===== config.mk =====
export PLATFORM = sky130hd
export DESIGN_NAME = input_recorder
export DESIGN_NICKNAME = d
export VERILOG_FILES = /design/src/rtl/input_recorder.sv
export SDC_FILE = /design/constraint.sdc
export NUM_CORES = 1
export LEC_CHECK = 0
export BUFFER_PORTS_ARGS = -buffer_cell sky130_fd_sc_hd__buf_4
export CORE_UTILIZATION = 53
export CTS_CLUSTER_SIZE = 28
export DETAILED_ROUTE_END_ITERATION = 12
export PLACE_DENSITY = 0.75
export SLEW_MARGIN = 20
export SYNTH_ARGS = -nofsm -noshare
export SYNTH_HDL_FRONTEND = slang
export SYNTH_SLANG_ARGS = --single-unit

===== constraint.sdc =====
create_clock -name ADC_CLK_10 -period 2.4 [get_ports ADC_CLK_10]
set_input_delay 0.48 -clock ADC_CLK_10 [delete_from_list [all_inputs] [get_ports ADC_CLK_10]]
set_output_delay 0.48 -clock ADC_CLK_10 [all_outputs]
set_load 0.1 [all_outputs]

===== src/rtl/input_recorder.sv =====
// Record-mode front end for the sequence memory: conditions the switch, key and
// button inputs and writes one {key, sw} word per debounced press at sequential addresses.
module input_recorder #(
   parameter int DEPTH           = 7,
   parameter int DEBOUNCE_CYCLES = 250000
) (
   input  logic       ADC_CLK_10,
   input  logic       reset_n,
   input  logic       rec_en,
   input  logic       capture_n,
   input  logic [2:0] sw_in,
   input  logic       key_in,
   output logic       wr_en,
   output logic [7:0] wr_addr,
   output logic [7:0] wr_data,
   output logic [2:0] count,
   output logic       full
);

   localparam int               CNT_W    = (DEBOUNCE_CYCLES > 1) ? $clog2(DEBOUNCE_CYCLES) : 1;
   localparam logic [CNT_W-1:0] CNT_LAST = CNT_W'(DEBOUNCE_CYCLES - 1);
   localparam logic [2:0]       LAST_IDX = 3'(DEPTH - 1);

   typedef enum logic [1:0] {
      IDLE   = 2'd0,
      RECORD = 2'd1,
      FULL   = 2'd2
   } state_t;

   logic             cap_meta_r, cap_s_r;
   logic             rec_meta_r, rec_s_r;
   logic             key_meta_r, key_s_r;
   logic [2:0]       sw_meta_r, sw_s_r;
   logic             db_r, db_d_r, press_r;
   logic [CNT_W-1:0] cnt_r;
   logic             rec_d_r, rise_r;

   state_t           state_r, state_s;
   logic             wr_en_r, wr_en_s;
   logic [7:0]       wr_addr_r, wr_addr_s;
   logic [7:0]       wr_data_r, wr_data_s;
   logic [2:0]       count_r, count_s;
   logic             full_r, full_s;
   logic             inc_r, inc_s;
   logic             entry_r, entry_s;

   // Two-flop synchronizers; the button idles released (high)
   always_ff @(posedge ADC_CLK_10 or negedge reset_n) begin
      if (!reset_n) begin
         cap_meta_r <= 1'b1;
         cap_s_r    <= 1'b1;
         rec_meta_r <= 1'b0;
         rec_s_r    <= 1'b0;
         key_meta_r <= 1'b0;
         key_s_r    <= 1'b0;
         sw_meta_r  <= 3'b000;
         sw_s_r     <= 3'b000;
      end else begin
         cap_meta_r <= capture_n;
         cap_s_r    <= cap_meta_r;
         rec_meta_r <= rec_en;
         rec_s_r    <= rec_meta_r;
         key_meta_r <= key_in;
         key_s_r    <= key_meta_r;
         sw_meta_r  <= sw_in;
         sw_s_r     <= sw_meta_r;
      end
   end

   // Debouncer plus registered press and record-enable edge detectors
   always_ff @(posedge ADC_CLK_10 or negedge reset_n) begin
      if (!reset_n) begin
         db_r    <= 1'b1;
         cnt_r   <= '0;
         db_d_r  <= 1'b1;
         press_r <= 1'b0;
         rec_d_r <= 1'b0;
         rise_r  <= 1'b0;
      end else begin
         if (cap_s_r != db_r) begin
            if (cnt_r == CNT_LAST) begin
               db_r  <= cap_s_r;
               cnt_r <= '0;
            end else begin
               cnt_r <= cnt_r + CNT_W'(1);
            end
         end else begin
            cnt_r <= '0;
         end
         db_d_r  <= db_r;
         press_r <= db_d_r & ~db_r;
         rec_d_r <= rec_s_r;
         rise_r  <= rec_s_r & ~rec_d_r;
      end
   end

   // Next state and next register values; an exit on rec_en low beats a press
   always_comb begin
      state_s   = state_r;
      wr_en_s   = 1'b0;
      wr_addr_s = wr_addr_r;
      wr_data_s = wr_data_r;
      count_s   = count_r;
      full_s    = full_r;
      inc_s     = 1'b0;
      entry_s   = 1'b0;

      // count advances the cycle after the strobe, so the write address is the old count
      if (inc_r) begin
         count_s = count_r + 3'd1;
         full_s  = (count_r == LAST_IDX);
      end else begin
         count_s = count_r;
         full_s  = full_r;
      end

      case (state_r)
         IDLE: begin
            if (rise_r) begin
               state_s = RECORD;
               entry_s = 1'b1;
               count_s = 3'd0;
               full_s  = 1'b0;
            end else begin
               state_s = IDLE;
            end
         end
         RECORD: begin
            if (!rec_s_r) begin
               state_s = IDLE;
            end else if (inc_r && (count_r == LAST_IDX)) begin
               state_s = FULL;
            end else if (press_r && !entry_r) begin
               wr_en_s   = 1'b1;
               wr_addr_s = {5'b00000, count_r};
               wr_data_s = {4'b0000, key_s_r, sw_s_r};
               inc_s     = 1'b1;
            end else begin
               state_s = RECORD;
            end
         end
         FULL: begin
            if (!rec_s_r) begin
               state_s = IDLE;
            end else begin
               state_s = FULL;
            end
         end
         default: begin
            state_s = IDLE;
         end
      endcase
   end

   // State and output registers
   always_ff @(posedge ADC_CLK_10 or negedge reset_n) begin
      if (!reset_n) begin
         state_r   <= IDLE;
         wr_en_r   <= 1'b0;
         wr_addr_r <= 8'h00;
         wr_data_r <= 8'h00;
         count_r   <= 3'd0;
         full_r    <= 1'b0;
         inc_r     <= 1'b0;
         entry_r   <= 1'b0;
      end else begin
         state_r   <= state_s;
         wr_en_r   <= wr_en_s;
         wr_addr_r <= wr_addr_s;
         wr_data_r <= wr_data_s;
         count_r   <= count_s;
         full_r    <= full_s;
         inc_r     <= inc_s;
         entry_r   <= entry_s;
      end
   end

   assign wr_en   = wr_en_r;
   assign wr_addr = wr_addr_r;
   assign wr_data = wr_data_r;
   assign count   = count_r;
   assign full    = full_r;

endmodule


==> metrics.md, run 1 <==
| Metric | Value |
|---|---|
| Status | completed |
| Post-Route Skew | roughly 13 ps |
| Leakage | approximately 1.1 nW |
| Number of antenna violations at the first check in global routing | 0 |
| Clk buf depth | 2 |
| Top-Level Pins | 29 |
| Vias in the first global route | 1292 |
| Post-Syn Instances | ~170 |
| Number of vias after detailed routing | about 1200 |
| Fraction of the yosys area taken by sequential cells | 61.4% |
| Cell type with the largest total area after synthesis | sky130_fd_sc_hd__dfrtp_1 |
| Overall die width | about 64 um |
| Post-synthesis sequential element count | 50 |
| Routing usage on met1 | between 20% and 30% |
| Met3 layer usage reported by global route | approximately 4.8% |
| Peak per-stage delay on the critical path | 450 ps |
| Worst-Skew Late Latency | about 310 ps |
| Cells along the critical path | inv_1 -> ha_1 -> nand3_1 -> nand4b_2 -> nor3b_4 -> mux2_2 |
| Remaining antenna violation count after routing | 0 |
| Arrival time reported for the critical path endpoint | ~2100 ps |
| Ratio of cells with drive above 1 in the final layout | between 20% and 30% |
| Async set or reset register ratio after synthesis | 100% |
| Synthesis-to-finish area growth | 13.1% |
| EDFF count, synth | 0 |
| Net switching component of the power | between 0.3 and 0.4 mW |
| Post-route DRC | 0 |
| Placement Rows | 22 |
| Clock Power Share | between 30% and 40% |
| Area of the mapped netlist | just over 0.002 sq mm |
| Worst IR drop on VDD | between 0.5 and 0.6 mV |
| Net count reported at finish | between 200 and 250 |
| Core area | about 0.0037 sq mm |
| Number of vias per cell | about 5 |
| Count of instances resized after the clock tree is built | 0 |
| Slowest cell on the critical path | sky130_fd_sc_hd__nor3b_4 |
| Count of final hold-check violations | 0 |
| Post-route fraction of the period consumed by the critical path | between 70% and 80% |
| Total global-route track usage | between 15 and 20% |
| Setup TNS Final | 0 ps |
| Peak clock frequency supported by timing | between 500 and 600 MHz |
| Sum of buffers and inverters on the critical path | 1 |
| Average routed wire per standard cell | 14.0 um |
| Synthesis Warnings | 0 |
| Clock Sink Count | 50 |
| Met2 capacity usage during global routing | 33.8% |
| Die Outline Area | ~0.004 sq mm |
| CP startpoint kind | register |
| Min Tclk post-route | 1900 ps |
| Relative max-transition margin | between 50 and 60% |
| Critical path data required time | roughly 2600 ps |
| Synth top area share | ~56% |
| Wire length of the first global-routing pass | around 5800 um |
| Number of detailed-routing iterations run before antenna repair | 4 |
| Total detailed-routing wirelength | approximately 3300 um |
| Main area contributors after synthesis | sky130_fd_sc_hd__dfrtp_1 56%, sky130_fd_sc_hd__xnor2_1 6.0%, sky130_fd_sc_hd__dfstp_2 5.1% |
| DP HPWL | 2390 um |
| Commonest cells in the synthesized netlist | 46 x sky130_fd_sc_hd__dfrtp_1, 25 x sky130_fd_sc_hd__nor2_1, 14 x sky130_fd_sc_hd__xnor2_1, 9 x sky130_fd_sc_hd__buf_4, 8 x sky130_fd_sc_hd__mux2_2 |
| Most common flop cell mapped by yosys | sky130_fd_sc_hd__dfrtp_1 |
| Worst hold path class | input port to async pin |
| Sw frac | 24.7% |
| Post-layout util | 62.8% |
| Distinct cell type count of the synthesized netlist | 31 |
| Clock Pin Slew Worst Setup and Hold Paths | 100 ps |
| Power per standard cell area | between 600 and 700 mW/mm^2 |
| Path type of the worst setup path | register to register |
| Cell with the most instances after synthesis | sky130_fd_sc_hd__dfrtp_1 |
| Htree depth | 2 |
| Clock tree from TritonCTS | done |
| Maximum number of pins on one net before global-route repair | 51 |
| Count of port buffers added during placement | 19 |
| Gate power share | around 7% |
| Total power | 1.59 mW |
| Buffer cell driving the clock tree root | sky130_fd_sc_hd__clkbuf_8 |
| Number of maximum-capacitance violations | 0 |
| Die extent in y | around 64 um |
| Kind of end point of the critical path | register |
| Clock buffers created by TritonCTS | 5 |
| CP max FO | 8 |
| Starting DRC count in detailed routing | 33 |
| Dominant delay contributor by cell family on the critical path | simple AND/OR/NAND/NOR gates |
| Final RePlAce weighted congestion | around 0.81 |
| Most used routing layer | met2 |
| Finish-stage setup viols | 0 |
| Hold-fix buffers at CTS | 0 |
| Post-synthesis area per instance | 12.3 sq um |
| Max-slew violation total from the final report | 0 |
| Setup repair after global routing missed its margin | no |
| Part of the total power dissipated in sequential elements | between 50% and 60% |
| Starting density of the core | about 55% |
| Total grt overflow | 0 |
| Pin slew with the least headroom to its limit | approximately 650 ps |
| Internal cell power | 1.20 mW |
| Number of antenna diodes | 0 |
| Number of setup buffers added after CTS | 0 |
## layout make-up
type                            instances  area (sq um)
Clock buffer                            5          68.8
Clock inverter                          3          47.5
Fill cell                             293          1370
Inverter                                5          18.8
Multi-Input combinational cell        108           713
Sequential cell                        50          1260
Tap cell                               48          60.1
Timing Repair Buffer                   20           150
## sequential cells by signal, indices dropped and copies added, names as in the netlist, 2 cells and up
name / flops
cnt_r: 18
wr_data: 4
sw_meta_r: 3
wr_addr: 3
count: 3
state_r: 2
sw_s_r: 3
## stage by stage
step,cells,hold WS [ps],area (sq um),setup slack [ps]
after global placement,231,333,2200,601
after CTS,239,191,2320,479
after floorplan,175,184,2080,170
after detailed placement,231,337,2200,501
final,239,169,2320,497
after global routing,239,218,2320,391
## routing by layer
layer,part of all wire (%),vias up,routed length (um)
li1,-,589,-
met1,41,586,1370
met2,54,19,1790
met3,2.8,9,93
met4,2.4,0,80
met5,0,-,0
## final timing paths
check / startpoint / to / slack, ps / cells after the start
min in group ADC_CLK_10: sw_in[0] / sw_meta_r[0] / 270 / 1
max in group asynchronous: reset_n / count[0] / 1820 / 1
worst min-delay path: reset_n / wr_addr[0] / 170 / 1
worst max register to register: count[0] / wr_data[2] / 500 / 6
worst min register to register: sw_meta_r[0] / sw_s_r[0] / 360 / 0
worst max-delay path: count[0] / wr_data[2] / 500 / 6
## layout by cell type (no fill, tap or decap), types with 3 or more instances in the layout
cell type	synthesis	routed
sky130_fd_sc_hd__nor3_1	4	4
sky130_fd_sc_hd__dfstp_2	4	4
sky130_fd_sc_hd__dfrtp_1	46	45
sky130_fd_sc_hd__ha_1	3	3
sky130_fd_sc_hd__nor2b_1	4	4
sky130_fd_sc_hd__nor2_1	25	25
sky130_fd_sc_hd__clkbuf_8	0	5
sky130_fd_sc_hd__nand3_1	6	6
sky130_fd_sc_hd__xor2_1	4	4
sky130_fd_sc_hd__nor4_1	6	6
sky130_fd_sc_hd__buf_4	9	20
sky130_fd_sc_hd__mux2_2	8	8
sky130_fd_sc_hd__conb_1	1	9
sky130_fd_sc_hd__nand2_1	4	4
sky130_fd_sc_hd__inv_1	5	5
sky130_fd_sc_hd__xnor2_1	14	14
sky130_fd_sc_hd__nand4_1	7	7
## kinds of logic (layout without fill, tap and decap cells)
group | count (synthesis) | count (layout) | synth area share, %
xor+xnor | 18 | 18 | 7.70
simple gates | 64 | 64 | 17.1
compound gates | 5 | 5 | 1.71
buf+inv | 17 | 33 | 5.26
other cells | 1 | 9 | 0.183
flops | 50 | 50 | 61.4
mux | 9 | 9 | 4.89
fa+ha+maj | 3 | 3 | 1.83
## power groups by stage
| stage | clock (mW) | sequential [mW] | combinational [mW] |
|---|---|---|---|
| after floorplan | 0 | 0.886 | 0.0913 |
| after global placement | 0 | 0.888 | 0.106 |
| after detailed placement | 0 | 0.890 | 0.109 |
| after CTS | 0.615 | 0.874 | 0.110 |
| after global routing | 0.645 | 0.876 | 0.116 |
| final | 0.608 | 0.873 | 0.108 |
Note: power is estimated with default switching activity, not from simulation.
==> inputs of run 2 (changes only) <==
--- a/config.mk
+++ b/config.mk
@@ -6,10 +6,10 @@
 export NUM_CORES = 1
 export LEC_CHECK = 0
 export BUFFER_PORTS_ARGS = -buffer_cell sky130_fd_sc_hd__buf_4
-export CORE_UTILIZATION = 53
+export CORE_UTILIZATION = 50
 export CTS_CLUSTER_SIZE = 28
 export DETAILED_ROUTE_END_ITERATION = 12
-export PLACE_DENSITY = 0.75
+export PLACE_DENSITY = 0.74
 export SLEW_MARGIN = 20
 export SYNTH_ARGS = -nofsm -noshare
 export SYNTH_HDL_FRONTEND = slang
==> constraint.sdc (replaced) <==
create_clock -name ADC_CLK_10 -period 1.55 [get_ports ADC_CLK_10]
set_input_delay 0.31 -clock ADC_CLK_10 [delete_from_list [all_inputs] [get_ports ADC_CLK_10]]
set_output_delay 0.31 -clock ADC_CLK_10 [all_outputs]
set_load 0.1 [all_outputs]
==> run 2 against run 1 <==
  * The run now ends with setup timing left
  * Setup slack lost 600 ps
  * Wire length grew 9.9%
  * Critical path depth is the same
  * Clock power grew 30%
  * Maximum frequency grew 15%
  * Via count grew 13%
  * Clock skew shrank 11 ps
  * Global-route usage shrank 0.84 points
  * Critical path type unchanged
  * Critical endpoint is now wr_addr[1]
  * Highest routed layer unchanged
==> metrics.md, run 2 (synthesized netlist as in run 1, its figures left out) <==
| Metric | Value |
|---|---|
| Status | finished, violations left |
| Violated checks | setup timing |
| Gate power share | 8.3% (+1.5 points) |
| Commonest cells after routing, fill and taps aside | 41 x sky130_fd_sc_hd__buf_4, 37 x sky130_fd_sc_hd__dfrtp_1, 17 x sky130_fd_sc_hd__nor2_1 |
| Starting density of the core | 53.9% (-1.6 points) |
| Clock Power Share | 33.7% (-4.6 points) |
| Net switching component of the power | 0.621 mW (+59%) |
| Worst IR drop on VDD | 0.605 mV (+1.7%) |
| Htree depth | 2 (unchanged) |
| Clock tree from TritonCTS | done |
| Power per standard cell area | 857 mW/mm^2 (+25%) |
| Final RePlAce weighted congestion | 0.840 (+4.3%) |
| Ratio of cells with drive above 1 in the final layout | 46.3% (+22 points) |
| Internal cell power | 1.71 mW (+43%) |
| Worst-Skew Late Latency | 300 ps (about the same) |
| Number of vias per cell | 5.10 (+1.4%) |
| Number of detailed-routing iterations run before antenna repair | 4 (unchanged) |
| Path type of the worst setup path | register to register |
| Post-layout worst setup margin | -102 ps (-599 ps) |
| Met2 capacity usage during global routing | 26.7% (-7.1 points) |
| Number of vias after detailed routing | 1357 (+13%) |
| Number of antenna diodes | 0 (unchanged) |
| Placed instance count | 246 (+6.5%) |
| Clock Sink Count | 50 (unchanged) |
| Overall die width | 66.0 um (+2.9%) |
| Core area | 0.00380 sq mm (+3.0%) |
| Kind of end point of the critical path | register |
| Clock Pin Slew Worst Setup and Hold Paths | 90 ps (about the same) |
| Peak per-stage delay on the critical path | 500 ps (+50 ps) |
| Min Tclk post-route | 1650 ps (-251 ps) |
| Die Outline Area | 0.00435 sq mm (+5.8%) |
| Flip-flop count of the largest register, all copies and words added | 18 (unchanged) |
| Buffer cell driving the clock tree root | sky130_fd_sc_hd__clkbuf_8 |
| Clock buffers created by TritonCTS | 5 (unchanged) |
| Arrival time reported for the critical path endpoint | 1850 ps (-250 ps) |
| DP HPWL | 2310 um (-3.2%) |
| Post-route DRC | 0 (unchanged) |
| Clk buf depth | 2 (unchanged) |
| Maximum number of pins on one net before global-route repair | 51 (unchanged) |
| Critical path data required time | 1750 ps (-840 ps) |
| Most used routing layer | met2 |
| Net count reported at finish | 228 (+13%) |
| Number of antenna violations at the first check in global routing | 0 (unchanged) |
| Most flop-heavy register | cnt_r |
| Peak clock frequency supported by timing | 605 MHz (+15%) |
| Count of port buffers added during placement | 19 (unchanged) |
| Synthesis-to-finish area growth | 33.1% |
| Total grt overflow | 0 (unchanged) |
| Met3 layer usage reported by global route | 4.83% (+0.0062 points) |
| Leakage | 1.24 nW (+18%) |
| Placement Rows | 22 (unchanged) |
| Top-Level Pins | 29 (unchanged) |
| Starting DRC count in detailed routing | 113 (+240%) |
| Sum of buffers and inverters on the critical path | 1 (unchanged) |
| Vias in the first global route | 1188 (-8.0%) |
| Setup repair after global routing missed its margin | yes |
| Die extent in y | 66.0 um (+2.9%) |
| Relative max-transition margin | 60.3% (+3.7 points) |
| Most common cell after layout, fill and taps aside | sky130_fd_sc_hd__buf_4 |
| Total detailed-routing wirelength | 3670 um (+9.9%) |
| Number of maximum-capacitance violations | 0 (unchanged) |
| Hold-fix buffers at CTS | 0 (unchanged) |
| Average routed wire per standard cell | 13.8 um (-1.3%) |
| Sw frac | 26.6% (+1.9 points) |
| CP max FO | 8 (unchanged) |
| Worst slack on hold paths | 8.15 ps (-161 ps) |
| Remaining antenna violation count after routing | 0 (unchanged) |
| Cells along the critical path | ha_4 -> nand3_4 -> nand4b_4 -> nor3b_4 -> buf_12 -> mux2_4 |
| Number of standard cells in the layout, taps in and fillers out | 266 (+11%) |
| CP startpoint kind | register |
| Total global-route track usage | 18.4% (-0.84 points) |
| Max-slew violation total from the final report | 0 (unchanged) |
| Routing usage on met1 | 26.2% (+4.6 points) |
| Count of final hold-check violations | 0 (unchanged) |
| Post-Route Skew | 2.30 ps (-10.6 ps) |
| Part of the total power dissipated in sequential elements | 57.9% (+2.9 points) |
| Post-route fraction of the period consumed by the critical path | 107% (+27 points) |
| Dominant delay contributor by cell family on the critical path | flip-flops |
| Wire length of the first global-routing pass | 5840 um (+0.95%) |
| Pin slew with the least headroom to its limit | 595 ps (-53.8 ps) |
| Worst hold path class | input port to async pin |
| Slowest cell on the critical path | sky130_fd_sc_hd__dfrtp_4 |
| Finish-stage setup viols | 14 (+14) |
[run 2: power groups by stage]
stage	registers [mW]	clock network [mW]	logic, mW
after floorplan	1.37	0	0.143
after global placement	1.38	0	0.175
after detailed placement	1.38	0	0.179
after CTS	1.35	0.811	0.179
after global routing	1.36	0.873	0.209
final	1.35	0.788	0.195
[run 2: final timing paths]
kind | startpoint | to | slack, ps | cells after the start
worst max-delay path | count[1] | wr_addr[1] | -100 | 6
worst min-delay path | reset_n | wr_addr[2] | 8 | 1
worst max register to register | count[1] | wr_addr[1] | -100 | 6
worst min register to register | sw_meta_r[0] | sw_s_r[0] | 360 | 0
max in group asynchronous | reset_n | count[0] | 1090 | 1
min in group ADC_CLK_10 | capture_n | cap_meta_r | 100 | 1
[run 2: metrics by stage]
step                      worst slack, ps  power, mW  area, sq um  util [%]  setup TNS (ps)
after floorplan                      -390       1.52         2130         -           -2830
after global placement              -67.7       1.55         2380      62.5            -470
after detailed placement             -112       1.56         2380      62.5            -718
after CTS                            -128       2.34         2500      65.8            -793
after global routing                 -150       2.44         2730      71.7           -1580
final                                -102       2.34         2730      71.7            -707
[run 2: worst reg2reg max path, stage by stage (launching register included)]
cell and delay, ps:
sky130_fd_sc_hd__dfrtp_4 500, sky130_fd_sc_hd__ha_4 170, sky130_fd_sc_hd__nand3_4 70, sky130_fd_sc_hd__nand4b_4 110
sky130_fd_sc_hd__nor3b_4 220, sky130_fd_sc_hd__buf_12 170, sky130_fd_sc_hd__mux2_4 310
[run 2: timing repair]
action,CTS,global route
endpoints found under the setup margin,7,26
cloned,0,1
resized for setup,2,36
pin swaps,2,16
endpoints found under the hold margin,0,0
setup buffers,1,10
[run 2: final cells by class]
type	count	area (sq um)
Tap cell	48	60.1
Inverter	5	18.8
Multi-Input combinational cell	108	883
Clock inverter	3	28.8
Timing Repair Buffer	47	393
Sequential cell	50	1270
Fill cell	254	1070
Clock buffer	5	68.8
[run 2: metal layers]
metal | vias up | part of all wire [%]
met5 | - | 0
met4 | 0 | 1.5
met3 | 6 | 4.7
met2 | 36 | 49
met1 | 672 | 45
li1 | 643 | -
